===== src/rtl/regfile_sb.sv =====
// -----------------------------------------------------------------------------
// regfile_sb -- register file with per-register scoreboard (busy) bits.
//
// Holds 2**ADDR_W registers of DATA_W bits. Each register carries a busy bit
// that marks a pending writeback: an issue sets it, a write clears it.
// Reads are combinational, with optional forwarding of the write port's data
// in the same cycle. busyCount is a registered population count of the busy
// bits, updated on the same edge as the bits themselves.
//
// Parameters
//   DATA_W    register width
//   ADDR_W    address width, depth = 2**ADDR_W
//   ZERO_REG  1: register 0 reads as zero, never busy, ignores writes/issues
//   BYPASS    1: same-cycle write data is forwarded to matching read ports
//
// Ports
//   clk                 clock, rising edge
//   rst_n               asynchronous active-low reset
//   rdAddr1/rdAddr2     read addresses
//   rdData1/rdData2     combinational read data
//   rdBusy1/rdBusy2     combinational busy flag of the addressed register
//   wrEn/wrAddr/wrData  write port (clears busy of the target)
//   issueEn/issueAddr   marks the destination register busy
//   flush               clears every busy bit (data untouched)
//   busyCount           registered number of busy registers
// -----------------------------------------------------------------------------
module regfile_sb #(
  parameter int DATA_W   = 16,
  parameter int ADDR_W   = 3,
  parameter int ZERO_REG = 1,
  parameter int BYPASS   = 1
) (
  input  logic              clk,
  input  logic              rst_n,
  input  logic [ADDR_W-1:0] rdAddr1,
  input  logic [ADDR_W-1:0] rdAddr2,
  output logic [DATA_W-1:0] rdData1,
  output logic [DATA_W-1:0] rdData2,
  output logic              rdBusy1,
  output logic              rdBusy2,
  input  logic              wrEn,
  input  logic [ADDR_W-1:0] wrAddr,
  input  logic [DATA_W-1:0] wrData,
  input  logic              issueEn,
  input  logic [ADDR_W-1:0] issueAddr,
  input  logic              flush,
  output logic [ADDR_W:0]   busyCount
);

  localparam int DEPTH = 1 << ADDR_W;

  // Flattened views of the per-register state, each element driven by
  // exactly one generate block below.
  logic [DATA_W-1:0] data_q   [DEPTH];
  logic              busy_q   [DEPTH];
  logic              busy_nxt [DEPTH];

  logic [ADDR_W:0]   count_reg;
  logic [ADDR_W:0]   count_next;

  // ---------------------------------------------------------------------------
  // Per-register storage and busy-bit update
  // ---------------------------------------------------------------------------
  genvar gi;
  generate
    for (gi = 0; gi < DEPTH; gi++) begin : g_reg
      if ((ZERO_REG != 0) && (gi == 0)) begin : g_zero
        // Hardwired zero register: no storage at all.
        assign data_q[gi]   = '0;
        assign busy_q[gi]   = 1'b0;
        assign busy_nxt[gi] = 1'b0;
      end else begin : g_live
        logic [DATA_W-1:0] data_reg;
        logic              busy_reg;
        logic              busy_next;
        logic              wr_hit;
        logic              issue_hit;

        assign wr_hit    = wrEn    && (wrAddr    == ADDR_W'(gi));
        assign issue_hit = issueEn && (issueAddr == ADDR_W'(gi));

        // Priority: flush clears everything, then a new issue beats a
        // completing write to the same register, then the write clears.
        always_comb begin
          busy_next = busy_reg;
          if (flush) begin
            busy_next = 1'b0;
          end else if (issue_hit) begin
            busy_next = 1'b1;
          end else if (wr_hit) begin
            busy_next = 1'b0;
          end
        end

        always_ff @(posedge clk or negedge rst_n) begin
          if (!rst_n) begin
            data_reg <= '0;
            busy_reg <= 1'b0;
          end else begin
            if (wr_hit) begin
              data_reg <= wrData;
            end
            busy_reg <= busy_next;
          end
        end

        assign data_q[gi]   = data_reg;
        assign busy_q[gi]   = busy_reg;
        assign busy_nxt[gi] = busy_next;
      end
    end
  endgenerate

  // ---------------------------------------------------------------------------
  // Busy count: a popcount of the next-state busy bits, registered alongside
  // them. Recomputing rather than incrementing/decrementing means the count
  // can never drift, wrap or underflow.
  // ---------------------------------------------------------------------------
  always_comb begin
    count_next = '0;
    for (int i = 0; i < DEPTH; i++) begin
      count_next = count_next + (ADDR_W + 1)'(busy_nxt[i]);
    end
  end

  always_ff @(posedge clk or negedge rst_n) begin
    if (!rst_n) begin
      count_reg <= '0;
    end else begin
      count_reg <= count_next;
    end
  end

  assign busyCount = count_reg;

  // ---------------------------------------------------------------------------
  // Read ports. Forwarding never applies to the hardwired zero register.
  // ---------------------------------------------------------------------------
  logic wr_is_zero;
  logic fwd1;
  logic fwd2;

  assign wr_is_zero = (ZERO_REG != 0) && (wrAddr == '0);
  assign fwd1 = (BYPASS != 0) && wrEn && !wr_is_zero && (wrAddr == rdAddr1);
  assign fwd2 = (BYPASS != 0) && wrEn && !wr_is_zero && (wrAddr == rdAddr2);

  assign rdData1 = fwd1 ? wrData : data_q[rdAddr1];
  assign rdData2 = fwd2 ? wrData : data_q[rdAddr2];
  assign rdBusy1 = fwd1 ? 1'b0   : busy_q[rdAddr1];
  assign rdBusy2 = fwd2 ? 1'b0   : busy_q[rdAddr2];

endmodule


===== config.mk =====
export PLATFORM = sky130hd
export DESIGN_NAME = regfile_sb
export DESIGN_NICKNAME = d
export VERILOG_FILES = /design/src/rtl/regfile_sb.sv
export SDC_FILE = /design/constraint.sdc
export NUM_CORES = 1
export LEC_CHECK = 0
export ABC_CLOCK_PERIOD_IN_PS = 6010
export CAP_MARGIN = 40
export CELL_PAD_IN_SITES_DETAIL_PLACEMENT = 0
export CELL_PAD_IN_SITES_GLOBAL_PLACEMENT = 1
export CORE_MARGIN = 1
export CORE_UTILIZATION = 51
export CTS_CLUSTER_SIZE = 40
export DETAILED_ROUTE_END_ITERATION = 10
export PLACE_DENSITY = 0.93
export SETUP_SLACK_MARGIN = 0.05
export SYNTH_ARGS = -nofsm -noshare
export SYNTH_HDL_FRONTEND = slang
export SYNTH_SLANG_ARGS = --single-unit

===== constraint.sdc =====
create_clock -name clk -period 6.01 [get_ports clk]
set_input_delay 0.9015 -clock clk [delete_from_list [all_inputs] [get_ports clk]]
set_output_delay 0.9015 -clock clk [all_outputs]
set_load 0.03 [all_outputs]

==> flow_results.org, run 1 <==
** CTS
- TritonCTS buffer count :: 17
- Latest clock arrival within the worst-skew pair :: 0.43 ns
- TritonCTS built the clock tree.
- Clock Sinks :: 122
- After clock tree synthesis, the clock-pin slew on the worst setup and hold paths is 0.05 ns.
- Buffers added to address setup during post-CTS repair amount to 0.
- Number of H-tree levels :: 4
- The number of gates resized after CTS was 0.
- The number of hold buffers added after CTS was 0.
- Maximum number of buffers from clock root to sink :: 2
- Root Buffer :: sky130_fd_sc_hd__clkbuf_16

** Worst setup path
- Critical Path Max Stage Delay :: 0.99 ns
- In this run the critical register-to-register path is captured at busyCount[1].
- The critical path is of the input port to output pin type.
- Crit path cell chain :: clkdlybuf4s50_1, xor2_1, nor4_4, buf_4, nand2_1, o21ai_1, clkdlybuf4s50_1
- Slowest stage cell on the critical path :: sky130_fd_sc_hd__clkdlybuf4s50_1
- Worst Path Arrival :: 4.02 ns
- The worst register-to-register path has a depth of 8.
- Data on the critical path is required at its endpoint by 5.11 ns.
- Worst-path fanout max :: 19
- CP most frequent cell :: sky130_fd_sc_hd__clkdlybuf4s50_1
- Setup slack on the worst flop-to-flop path :: 3.30 ns
- In this run the critical register-to-register path is launched from g_reg[2].g_live.busy_reg.
- Kind of end point of the critical path :: output pin
- Startpoint type of the worst setup path :: input port

** Finish
- Most frequent cells in the layout :: sky130_fd_sc_hd__mux2_2 (175), sky130_fd_sc_hd__dfrtp_1 (122), sky130_fd_sc_hd__clkdlybuf4s50_1 (66)
- The multi-input combinational cells in the finished layout cover a total of 0.00378 mm2.
- Fillcell total :: 1053
- ANT cells :: 0
- Most common library cell in the layout ignoring fill and taps :: sky130_fd_sc_hd__mux2_2
- Final instance count without filler cells :: 825
- Net count reported at finish :: 674
- P&R area growth vs syn :: 18.9%
- Max reg flops :: 112
- The sequential cells in the finished layout cover a total of 0.00305 mm2.
- Fraction of final layout cells with drive strength greater than 1 :: 36.5%

** Run status
- Result of the run :: finished, final reports clean

** GRT
- Global routing used 26.8% of the available tracks.
- The initial antenna violation count is 0.
- The total overflow left after global routing is 0.
- The number of global-route vias before repair is 5449.
- The first global-routing pass estimated 29200 um of wire.
- Entering global routing, the biggest net connects 70 pins.

** Power and ir drop
- Power spread over the standard cell area amounts to 335 mW/mm2.
- Cell leakage power :: 3.53 nW
- IR analysis of the VDD net gives a maximum drop of 0.000204 V.
- Of the total power, the share spent switching nets is 29.2%.
- Summing internal, switching and leakage power gives 2.85 mW.
- The analysis attributes to net switching a power of 0.832 mW.
- Per report_power, the sequential group accounts for 39.3% of the total.
- Combinational logic burns 26.4% of the power.
- Share of power burned in the clock network :: 34.4%
- Internal power :: 2.01 mW

** STA
- Headroom to the max-slew limit came out at 39.0%.
- The count of endpoints failing hold in the final timing report was 0.
- After routing, the total negative slack on setup checks comes to 0 ns.
- Final min period :: 4.92 ns
- After layout, the worst path uses 81.9% of the clock period.
- Unrepaired setup endpoints after global routing :: no
- Clk_skew :: 0.00307 ns
- Transition time at the pin with the least slew margin :: 0.911 ns
- Count of endpoints failing setup in the final report :: 0
- The final-report max-slew violation count is 0.
- Highest achievable clock rate :: 203 MHz

** Placement
- Placed Cells incl. Taps :: 794
- IO buf count :: 69
- The HPWL after detailed placement is 11400 um.
- Routability-driven placement finished with a final weighted congestion of 0.803.

** Drt
- Using the TritonRoute via totals, the vias-per-cell ratio works out to 6.19.
- Total wire length after detailed routing :: 18200 um
- In the routed design, unresolved DRC markers number 0.
- TritonRoute pass-1 iters :: 4
- Dividing the detail-routed wire length by the instance count gives 22.1 um.
- Detail Route Antenna Nets :: 0
- Drt initial violations :: 318
- Total via count in the routed design :: 5103

** Synthesis
- Cell variety after synth :: 37
- Of all flip-flops after synthesis, the portion carrying an async set or reset was 100%.
- Dominant synthesized flop cell :: sky130_fd_sc_hd__dfrtp_1
- In this run the mean area of a mapped cell was 12.3 um2.
- After synthesis the netlist holds a flip-flop and latch count of 122.
- Summing the sequential cell areas from Yosys gives 42.8% of the chip area.
- Number of flops mapped to enable cells by yosys :: 0
- Counting every instance in the synthesized netlist gives 580.
- The Yosys step of the flow raised 0 warnings.
- Mapped Area :: 0.00714 mm2
- Synthesis produced a netlist with a net count of 617.

** Die
- The die is 120 um tall.
- The core region is 0.0135 mm2.
- The die covers 0.0145 mm2.
- Once the floorplan was initialized, standard cells occupied 53.1% of the core.
- The floorplan step set the die width to 120 um.
- Num rows :: 42
- Total I/O pin count :: 71

** Flow run
- Reported max-cap violation count :: 0

** Hold path
- The tightest min-delay check is of the input port to asynchronous set/reset pin type.
power by group through the flow:
stage | registers (mW) | clock network (mW) | logic, mW
after detailed placement | 1.13 | 0 | 0.748
after global routing | 1.14 | 1.02 | 0.803
after global placement | 1.11 | 0 | 0.724
final | 1.12 | 0.979 | 0.750
after CTS | 1.12 | 0.982 | 0.755
after floorplan | 1.09 | 0 | 0.527
stage by stage:
stage | cell area (um2) | worst slack [ns] | utilization, % | hold slack (ns)
after global placement | 7900 | 1.18 | 58.7 | 0.499
after CTS | 8490 | 1.10 | 63.1 | 0.467
final | 8490 | 1.09 | 63.1 | 0.443
after floorplan | 7140 | 2.35 | - | 0.491
after global routing | 8490 | 0.915 | 63.1 | 0.493
after detailed placement | 7920 | 1.09 | 58.9 | 0.512
kinds of logic (layout without fill, tap and decap cells):
kind of cell | after synthesis | count (layout) | share of synthesized area, %
xor gates and xnor gates | 6 | 6 | 0.736
and+or+nand+nor | 70 | 70 | 5.61
buffers and inverters | 57 | 126 | 4.72
DFF | 122 | 122 | 42.8
muxes | 216 | 216 | 33.7
adders and majority gates | 4 | 4 | 1.12
AOI/OAI and AO/OA | 104 | 104 | 11.3
other | 1 | 1 | 0.0525
how the worst max path moves through the flow:
stage	from	end	slack (ns)	cells past startpoint
2_1_floorplan	wrAddr[0]	busyCount[1]	2.35	11
3_3_place_gp	rdAddr2[2]	rdData2[12]	1.18	7
3_5_place_dp	rdAddr2[2]	rdData2[12]	1.09	7
4_1_cts	rdAddr2[2]	rdData2[0]	1.10	7
5_1_grt	rdAddr2[2]	rdData2[12]	0.91	7
6_report	rdAddr2[2]	rdData2[0]	1.09	7
cell usage after synthesis, types with 3 or more instances:
cell / n / share of area (%)
sky130_fd_sc_hd__buf_4: 17 / 1.8
sky130_fd_sc_hd__xor2_1: 6 / 0.74
sky130_fd_sc_hd__o21ai_0: 5 / 0.35
sky130_fd_sc_hd__a221oi_1: 31 / 3.8
sky130_fd_sc_hd__mux2i_1: 39 / 5.5
sky130_fd_sc_hd__a21oi_1: 4 / 0.28
sky130_fd_sc_hd__nand2b_1: 4 / 0.35
sky130_fd_sc_hd__nand2_1: 41 / 2.2
sky130_fd_sc_hd__buf_6: 4 / 0.63
sky130_fd_sc_hd__inv_1: 6 / 0.32
sky130_fd_sc_hd__mux2_2: 175 / 28
sky130_fd_sc_hd__o31ai_1: 16 / 1.7
sky130_fd_sc_hd__nor2b_1: 5 / 0.44
sky130_fd_sc_hd__clkbuf_1: 7 / 0.37
sky130_fd_sc_hd__nor2_1: 5 / 0.26
sky130_fd_sc_hd__o21ai_1: 11 / 0.77
sky130_fd_sc_hd__a221o_1: 16 / 2.2
sky130_fd_sc_hd__dfrtp_1: 122 / 43
sky130_fd_sc_hd__buf_2: 22 / 1.5
sky130_fd_sc_hd__nand3_1: 3 / 0.21
sky130_fd_sc_hd__nand4b_2: 3 / 0.63
sky130_fd_sc_hd__fa_1: 4 / 1.1
sky130_fd_sc_hd__o22ai_1: 16 / 1.4
worst max-delay path, delay by kind of cell:
family                    cells  cell delay (ns)
xor gates and xnor gates      1             0.20
and+or+nand+nor               2             0.75
AOI/OAI and AO/OA             1             0.09
buffers and inverters         3             2.06
area by class of cell:
cell class / instances / share of cell area (%)
Clock inverter: 8 / 1.12
Sequential cell: 122 / 36.0
Clock buffer: 23 / 5.51
Tap cell: 176 / 2.60
Inverter: 6 / 0.265
Multi-Input combinational cell: 401 / 44.5
Timing Repair Buffer: 89 / 10.0
metal layers:
layer / part of all wire, % / global-route usage [%]
met5: 0 / 0
met4: 2.7 / 13.4
met3: 7.2 / 4.72
met2: 51 / 45.6
met1: 39 / 32.8
(Power assumes the default switching activity.)
==> run 2, diff against run 1 <==
--- a/config.mk
+++ b/config.mk
@@ -5,15 +5,15 @@
 export SDC_FILE = /design/constraint.sdc
 export NUM_CORES = 1
 export LEC_CHECK = 0
-export ABC_CLOCK_PERIOD_IN_PS = 6010
+export ABC_CLOCK_PERIOD_IN_PS = 4910
 export CAP_MARGIN = 40
 export CELL_PAD_IN_SITES_DETAIL_PLACEMENT = 0
 export CELL_PAD_IN_SITES_GLOBAL_PLACEMENT = 1
 export CORE_MARGIN = 1
-export CORE_UTILIZATION = 51
+export CORE_UTILIZATION = 47
 export CTS_CLUSTER_SIZE = 40
 export DETAILED_ROUTE_END_ITERATION = 10
-export PLACE_DENSITY = 0.93
+export PLACE_DENSITY = 0.87
 export SETUP_SLACK_MARGIN = 0.05
 export SYNTH_ARGS = -nofsm -noshare
 export SYNTH_HDL_FRONTEND = slang
==> constraint.sdc (replaced) <==
create_clock -name clk -period 4.91 [get_ports clk]
set_input_delay 0.7365 -clock clk [delete_from_list [all_inputs] [get_ports clk]]
set_output_delay 0.7365 -clock clk [all_outputs]
set_load 0.03 [all_outputs]
==> run 2 against run 1 <==
The run now ends with design-rule violations left. Sequential share of layout area decreased by 0.29 points. Combinational power increased by 22%. Clock power increased by 31%. Cell count increased by 1.9%. Die area increased by 8.4%. Register-to-register slack got worse by 1.0 ns. Critical path depth unchanged. Total power increased by 25%. Count of clock-buffer cells in the layout increased by 2. First-iteration DRC count increased by 16%. Worst hold slack got worse by 0.17 ns. Via count increased by 1.7%.
==> flow_results.org, run 2 (same netlist as run 1, synthesis figures left out) <==
** Die
- Total I/O pin count :: 71 (unchanged)
- The vertical extent of the die was 125 um (+4.1%).
- Effective utilization at floorplan :: 48.6% (-4.5 points)
- The width of the die is 125 um (+4.1%).
- Num rows :: 44 (+4.8%)
- Total Die Area :: 0.0157 mm2 (+8.4%)
- The placeable core region was 0.0147 mm2 (+9.3%).

** Worst setup path
- Worst path required time :: 4.17 ns (-0.94 ns)
- Worst Path Arrival :: 3.47 ns (-0.55 ns)
- Crit path cell chain :: clkdlybuf4s50_1, buf_4, xor2_1, nor4_4, buf_4, o31ai_1, clkdlybuf4s50_1
- STA classifies the critical path startpoint as an input port.
- Critical Path Max Stage Delay :: 0.73 ns (-0.26 ns)
- Path type of the worst setup path :: input port to output pin
- The worst setup path is captured at an output pin.
- Slowest stage cell on the critical path :: sky130_fd_sc_hd__clkdlybuf4s50_1
- The worst-path maximum fanout is 33 (+14).

** Power and ir drop
- Maximum vdd drop :: 0.000251 V (+23%)
- The leakage component of the power was 3.60 nW (+2.1%).
- Power density over cell area :: 416 mW/mm2 (+24%)

** STA
- Setup repair after global routing left no endpoint under its margin.
- Summed negative setup slack over all endpoints :: 0 ns (unchanged)
- The worst path in the final design needs a cycle of 4.21 ns, including I/O delays and setup.
- The slew at the pin with the worst max-slew slack came to 0.839 ns (-0.0719 ns).
- The relative slew slack came to 44.0% (+5.0 points).
- Highest achievable clock rate :: 238 MHz
- The final-report max-slew violation count was 0 (unchanged).
- The total of endpoints with negative setup slack in the final report is 0 (unchanged).
- Final hold violations :: 0 (unchanged)
- Clk_skew :: 0.00200 ns (-0.00106 ns)
- Final worst path period share :: 85.7%

** CTS
- Setup Buffers After CTS :: 0 (unchanged)
- Clock Sinks :: 122 (unchanged)
- The clock-pin transition on the worst setup and hold timing paths is 0.05 ns (about the same).
- The tree is rooted in a sky130_fd_sc_hd__clkbuf_16.
- The maximum level of the CTS H-tree came to 4 (unchanged).
- The hold buffer count at CTS is 0 (unchanged).
- The count of instances resized after the clock tree is built was 0 (unchanged).
- TritonCTS buffer count :: 17 (unchanged)
- Maximum number of buffers from clock root to sink :: 2 (unchanged)
- Latest clock arrival within the worst-skew pair :: 0.41 ns (-0.02 ns)
- Clock tree from TritonCTS :: yes

** Drt
- The total DRC errors in the routed layout was 5 (+5).
- Via count normalized by instance count :: 6.17 (-0.25%)
- The overall via count from detail_route was 5189 (+1.7%).
- The iteration count of the initial detailed-routing pass is 11 (+7).
- Total wire length after detailed routing :: 19100 um (+4.8%)
- The count of antenna-violating nets left after detailed routing is 0 (unchanged).
- The initial detailed-routing violation count was 369 (+16%).
- The routed wire length per instance came to 22.7 um (+2.8%).

** Finish
- The number of nets at the end of the flow is 681 (+1.0%).
- Area of all placed cells without fillers :: 0.00856 mm2 (+0.83%)
- In the layout the commonest cells are sky130_fd_sc_hd__mux2_2 (175), sky130_fd_sc_hd__dfrtp_1 (122), sky130_fd_sc_hd__clkdlybuf4s50_1 (51).
- The number of flip-flops under the largest register name is 112 (unchanged).
- Compared with the post-synthesis result, the final layout area differs by 19.9%.
- ANT cells :: 0 (unchanged)
- The layout cell share with drive strength beyond 1 is 39.6% (+3.1 points).
- Fillcell total :: 1174 (+11%)
- The library cell used most frequently in the layout, excluding fill and tap cells, is sky130_fd_sc_hd__mux2_2.

** GRT
- The number of global-route vias before repair is 5402 (-0.86%).
- GRT Util Overall :: 25.6% (-1.2 points)
- Global-route wire length before repair :: 30400 um (+4.2%)
- The pin count of the biggest net entering global routing was 56 (-20%).
- The total global routing overflow is 0 (unchanged).
- The initial antenna violation count is 0 (unchanged).

** Run status
- The checks that failed: design-rule violations.
- The run finished, with violations left.

** Hold path
- Class of the tightest hold or removal check :: input port to asynchronous set/reset pin

** Placement
- Placed standard-cell area :: 0.00795 mm2 (+0.32%)
- IO buf count :: 69 (unchanged)
- Half-perimeter wire length after placement :: 12000 um (+4.8%)
- The global placement routability congestion was 0.817 (+1.7%).

** Flow run
- The count of max-cap constraint violations is 0 (unchanged).
-- run 2: layer usage --
layer	vias up	GRT usage [%]	part of all wire (%)
met5	-	0	0
met4	0	8.90	2.1
met3	32	4.28	4.0
met2	158	44.7	51
met1	2661	32.1	43
li1	2338	-	-
-- run 2: path summary, 6_finish.rpt --
kind,start,to,slack (ns),cells past startpoint
worst max-delay path,rdAddr1[2],rdData1[6],0.70,7
worst min-delay path,rst_n,g_reg[7].g_live.busy_reg,0.28,1
worst max register to register,g_reg[2].g_live.busy_reg,busyCount[1],2.26,8
worst min register to register,g_reg[5].g_live.data_reg[2],g_reg[5].g_live.data_reg[2],0.52,1
max in group asynchronous,rst_n,g_reg[2].g_live.data_reg[15],3.78,2
min in group clk,g_reg[5].g_live.data_reg[2],g_reg[5].g_live.data_reg[2],0.52,1
-- run 2: critical path: cells and delay by family --
kind            cells  cell delay, ns
compound gates      1            0.37
xor+xnor            1            0.26
buf+inv             4            2.03
simple gates        1            0.05
-- run 2: area by class of cell --
| class | count | area, um2 | share of cell area [%] |
|---|---|---|---|
| repair buffers | 96 | 863 | 10.1 |
| flip-flops and latches | 122 | 3050 | 35.7 |
| well taps | 184 | 230 | 2.69 |
| clock inverters | 7 | 113 | 1.32 |
| clock buffers | 25 | 495 | 5.79 |
| inverters | 6 | 22.5 | 0.263 |
| multi-input cells | 401 | 3780 | 44.2 |
-- run 2: metrics by stage --
step | util, % | power [mW] | hold WS [ns] | setup slack, ns | cells
after global placement | 53.9 | 2.24 | 0.501 | 0.750 | 808
after CTS | 58.2 | 3.57 | 0.274 | 0.710 | 841
after global routing | 58.2 | 3.71 | 0.301 | 0.586 | 841
after detailed placement | 54.1 | 2.29 | 0.515 | 0.707 | 809
final | 58.2 | 3.56 | 0.276 | 0.701 | 841
after floorplan | - | 1.98 | 0.441 | 1.41 | 580
-- run 2: report_power, final --
group / internal, mW / switching, mW
logic: 0.477 / 0.437
registers: 1.22 / 0.153
clock network: 0.849 / 0.430
==> run 3, diff against run 2 <==
--- a/config.mk
+++ b/config.mk
@@ -10,10 +10,11 @@
 export CELL_PAD_IN_SITES_DETAIL_PLACEMENT = 0
 export CELL_PAD_IN_SITES_GLOBAL_PLACEMENT = 1
 export CORE_MARGIN = 1
-export CORE_UTILIZATION = 47
+export CORE_UTILIZATION = 52
 export CTS_CLUSTER_SIZE = 40
 export DETAILED_ROUTE_END_ITERATION = 10
-export PLACE_DENSITY = 0.87
+export DONT_BUFFER_PORTS = 1
+export PLACE_DENSITY = 0.86
 export SETUP_SLACK_MARGIN = 0.05
 export SYNTH_ARGS = -nofsm -noshare
 export SYNTH_HDL_FRONTEND = slang
==> run 3 against run 2 <==
Total power down 7.0%. Non-clock buffer count shrank 59. Wire length shrank 6.0%. Worst setup slack improved by 1.1 ns. Sequential power hardly changed. Design area fell by 7.6%. The run now ends clean. Flip-flop and latch count unchanged. Die area down 9.5%. Via count down 4.4%. Count of clock-buffer cells in the layout fell by 4.
==> flow_results.org, run 3 (same netlist as run 1, synthesis figures left out) <==
** Run status
- The run finished with clean final reports.

** STA
- The time the worst path needs with I/O delays and setup is 3.14 ns (-1.07 ns).
- Relative slew slack :: 41.5% (-2.5 points)
- Clk_skew :: 0.000565 ns (-0.00144 ns)
- The fmax was 319 MHz (+34%).
- The count of endpoints failing hold in the final timing report was 0 (unchanged).
- Setup repair after global routing left no endpoint under its margin.
- The slew at the pin with the worst max-slew slack came to 0.878 ns (+0.0382 ns).
- The final-report max-slew violation count is 0 (unchanged).
- Final worst path period share :: 63.9% (-22 points)
- Count of endpoints failing setup in the final report :: 0 (unchanged)
- Summed negative setup slack over all endpoints :: 0 ns (unchanged)

** Worst setup path
- The delay of the slowest critical-path stage was 0.49 ns (-0.24 ns).
- Worst path required time :: 4.17 ns (about the same)
- The data arrival at the endpoint of the critical path is 2.40 ns (-1.07 ns).
- Walking the worst path, the cells encountered are nor2b_1, buf_4, a221oi_1, a221o_1, o21ai_1.
- The worst setup path is captured at an output pin.
- The critical path is of the input port to output pin type.
- Worst-path fanout max :: 21 (-36%)
- The number of gates on the worst path with buffers counted was 5 (-2).
- Among cell families on the critical path, the largest total delay comes from compound AO/OA/AOI/OAI gates.
- Critical path buffer and inverter count :: 1 (-3)
- Among all stages on the critical path, the largest delay is contributed by sky130_fd_sc_hd__o21ai_1.
- Startpoint type of the worst setup path :: input port
- The number of cells traversed by the worst register-to-register path is 8 (unchanged).

** GRT
- The initial antenna violation count is 0 (unchanged).
- Number of global-route vias before repair :: 5347 (-1.0%)
- Aggregate global routing overflow :: 0 (unchanged)
- The wire length of the first global-routing pass is 28500 um (-6.2%).
- GRT Util Overall :: 26.7% (+1.2 points)
- The pin count of the biggest net entering global routing was 122 (+120%).

** Power and ir drop
- The power density relative to cell area came to 419 mW/mm2 (+0.66%).
- The worst-case vdd ir drop is 0.000282 V (+12%).
- The total design power was 3.31 mW (-7.0%).
- Cell leakage power :: 3.34 nW (-7.3%)

** Finish
- The final core area utilization was 59.4% (+1.2 points).
- The layout cell share with drive strength beyond 1 is 41.9% (+2.4 points).
- Final instance count without filler cells :: 772 (-8.2%)
- Relative to the synthesized area, the layout overhead comes to 10.7%.
- Net count reported at finish :: 622 (-8.7%)
- Area of all placed cells without fillers :: 0.00790 mm2 (-7.6%)
- The library cell used most frequently in the layout, excluding fill and tap cells, is sky130_fd_sc_hd__mux2_2.
- In the layout the commonest cells are sky130_fd_sc_hd__mux2_2 (175), sky130_fd_sc_hd__dfrtp_1 (122), sky130_fd_sc_hd__nand2_1 (41).
- Max reg flops :: 112 (unchanged)
- The antenna diode instance count was 0 (unchanged).

** Hold path
- Class of the tightest hold or removal check :: input port to asynchronous set/reset pin

** CTS
- Number of H-tree levels :: 4 (unchanged)
- Root Buffer :: sky130_fd_sc_hd__clkbuf_16
- Post_cts resized :: 0 (unchanged)
- The hold buffer count at CTS was 1 (+1).
- Clock Sinks :: 122 (unchanged)
- Maximum number of buffers from clock root to sink :: 2 (unchanged)
- The TritonCTS buffer count is 17 (unchanged).
- The clock-pin transition on the worst setup and hold timing paths is 0.05 ns (about the same).
- The setup fix buffers added after clock tree synthesis came to 0 (unchanged).
- Clock tree from TritonCTS :: yes
- The clock insertion delay at the later pin of the skew report is 0.42 ns (about the same).

** Drt
- Detail Route Antenna Nets :: 0 (unchanged)
- The iteration count of the initial detailed-routing pass is 5 (-6).
- The wire length after detailed routing is 17900 um (-6.0%).
- The total DRC errors in the routed layout was 0 (-5).
- The routed via count divided by cell count is 6.43 (+4.2%).
- The routed wire length per instance came to 23.2 um (+2.4%).
- The overall via count from detail_route was 4961 (-4.4%).
- The initial detailed-routing violation count is 387 (+4.9%).

** Placement
- The number of buffers added on ports came to 0 (-100%).
- The placed wire-length estimate after detailed placement is 11000 um (-7.6%).
- The area after detailed placement came to 0.00730 mm2 (-8.1%).
- Placed Cells incl. Taps :: 739 (-8.7%)
- The global placement routability congestion was 0.814 (-0.32%).

** Die
- The overall die area is 0.0142 mm2 (-9.5%).
- Num rows :: 42 (-4.5%)
- Total I/O pin count :: 71 (unchanged)
- Effective utilization at floorplan :: 53.7% (+5.1 points)
- The vertical extent of the die came to 119 um (-4.9%).
- The width of the die was 119 um (-4.9%).
- Placeable core region :: 0.0133 mm2 (-9.6%)

** Flow run
- Reported max-cap violation count :: 0 (unchanged)
==> run 3: changes by cell type in the layout (fill, tap and decap cells not counted) <==
cell / before / now
sky130_fd_sc_hd__clkbuf_8: 4 / 3
sky130_fd_sc_hd__buf_16: 1 / 0
sky130_fd_sc_hd__buf_2: 2 / 16
sky130_fd_sc_hd__dlygate4sd3_1: 0 / 3
sky130_fd_sc_hd__clkbuf_1: 4 / 1
sky130_fd_sc_hd__buf_4: 42 / 14
sky130_fd_sc_hd__buf_6: 0 / 4
sky130_fd_sc_hd__clkdlybuf4s50_1: 51 / 0
sky130_fd_sc_hd__bufinv_16: 3 / 2
sky130_fd_sc_hd__clkinv_2: 3 / 6
==> run 3: final cells by class <==
cell class / count / area [um2]
Timing Repair Buffer: 37 / 260
Multi-Input combinational cell: 401 / 3780
Tap cell: 176 / 220
Sequential cell: 122 / 3050
Clock inverter: 9 / 97.6
Fill cell: 1045 / 5390
Clock buffer: 21 / 470
Inverter: 6 / 22.5
==> run 3: report_power, final <==
group | total (mW) | switching [mW] | internal (mW) | leakage, nW
clock | 1.20 | 0.430 | 0.774 | 0.284
combinational | 0.737 | 0.338 | 0.399 | 1.57
sequential | 1.37 | 0.156 | 1.22 | 1.48
==> run 3: routing by layer <==
layer	global-route usage, %	vias to the layer above	wire length, um
met5	0	-	0
met4	10.5	0	383
met3	6.61	36	960
met2	44.8	145	8990
met1	33.1	2564	7600
li1	-	2216	-
==> run 3: worst paths after layout <==
path	end	slack (ns)	start
max in group asynchronous	g_reg[6].g_live.data_reg[13]	3.84	rst_n
min in group clk	g_reg[1].g_live.busy_reg	0.40	flush
hold reg to reg	g_reg[6].g_live.data_reg[12]	0.52	g_reg[6].g_live.data_reg[12]
hold / removal	g_reg[5].g_live.data_reg[13]	0.02	rst_n
setup / recovery	rdData2[4]	1.77	rdAddr2[1]
setup reg to reg	busyCount[1]	2.30	g_reg[1].g_live.busy_reg
==> run 3: through the flow <==
step / worst slack [ns] / hold WS (ns)
6_report: 1.77 / 0.0193
5_1_grt: 1.68 / 0.000440
4_1_cts: 1.79 / 0.0000537
3_5_place_dp: 1.36 / 0.444
3_3_place_gp: 1.36 / 0.445
2_1_floorplan: 1.41 / 0.441
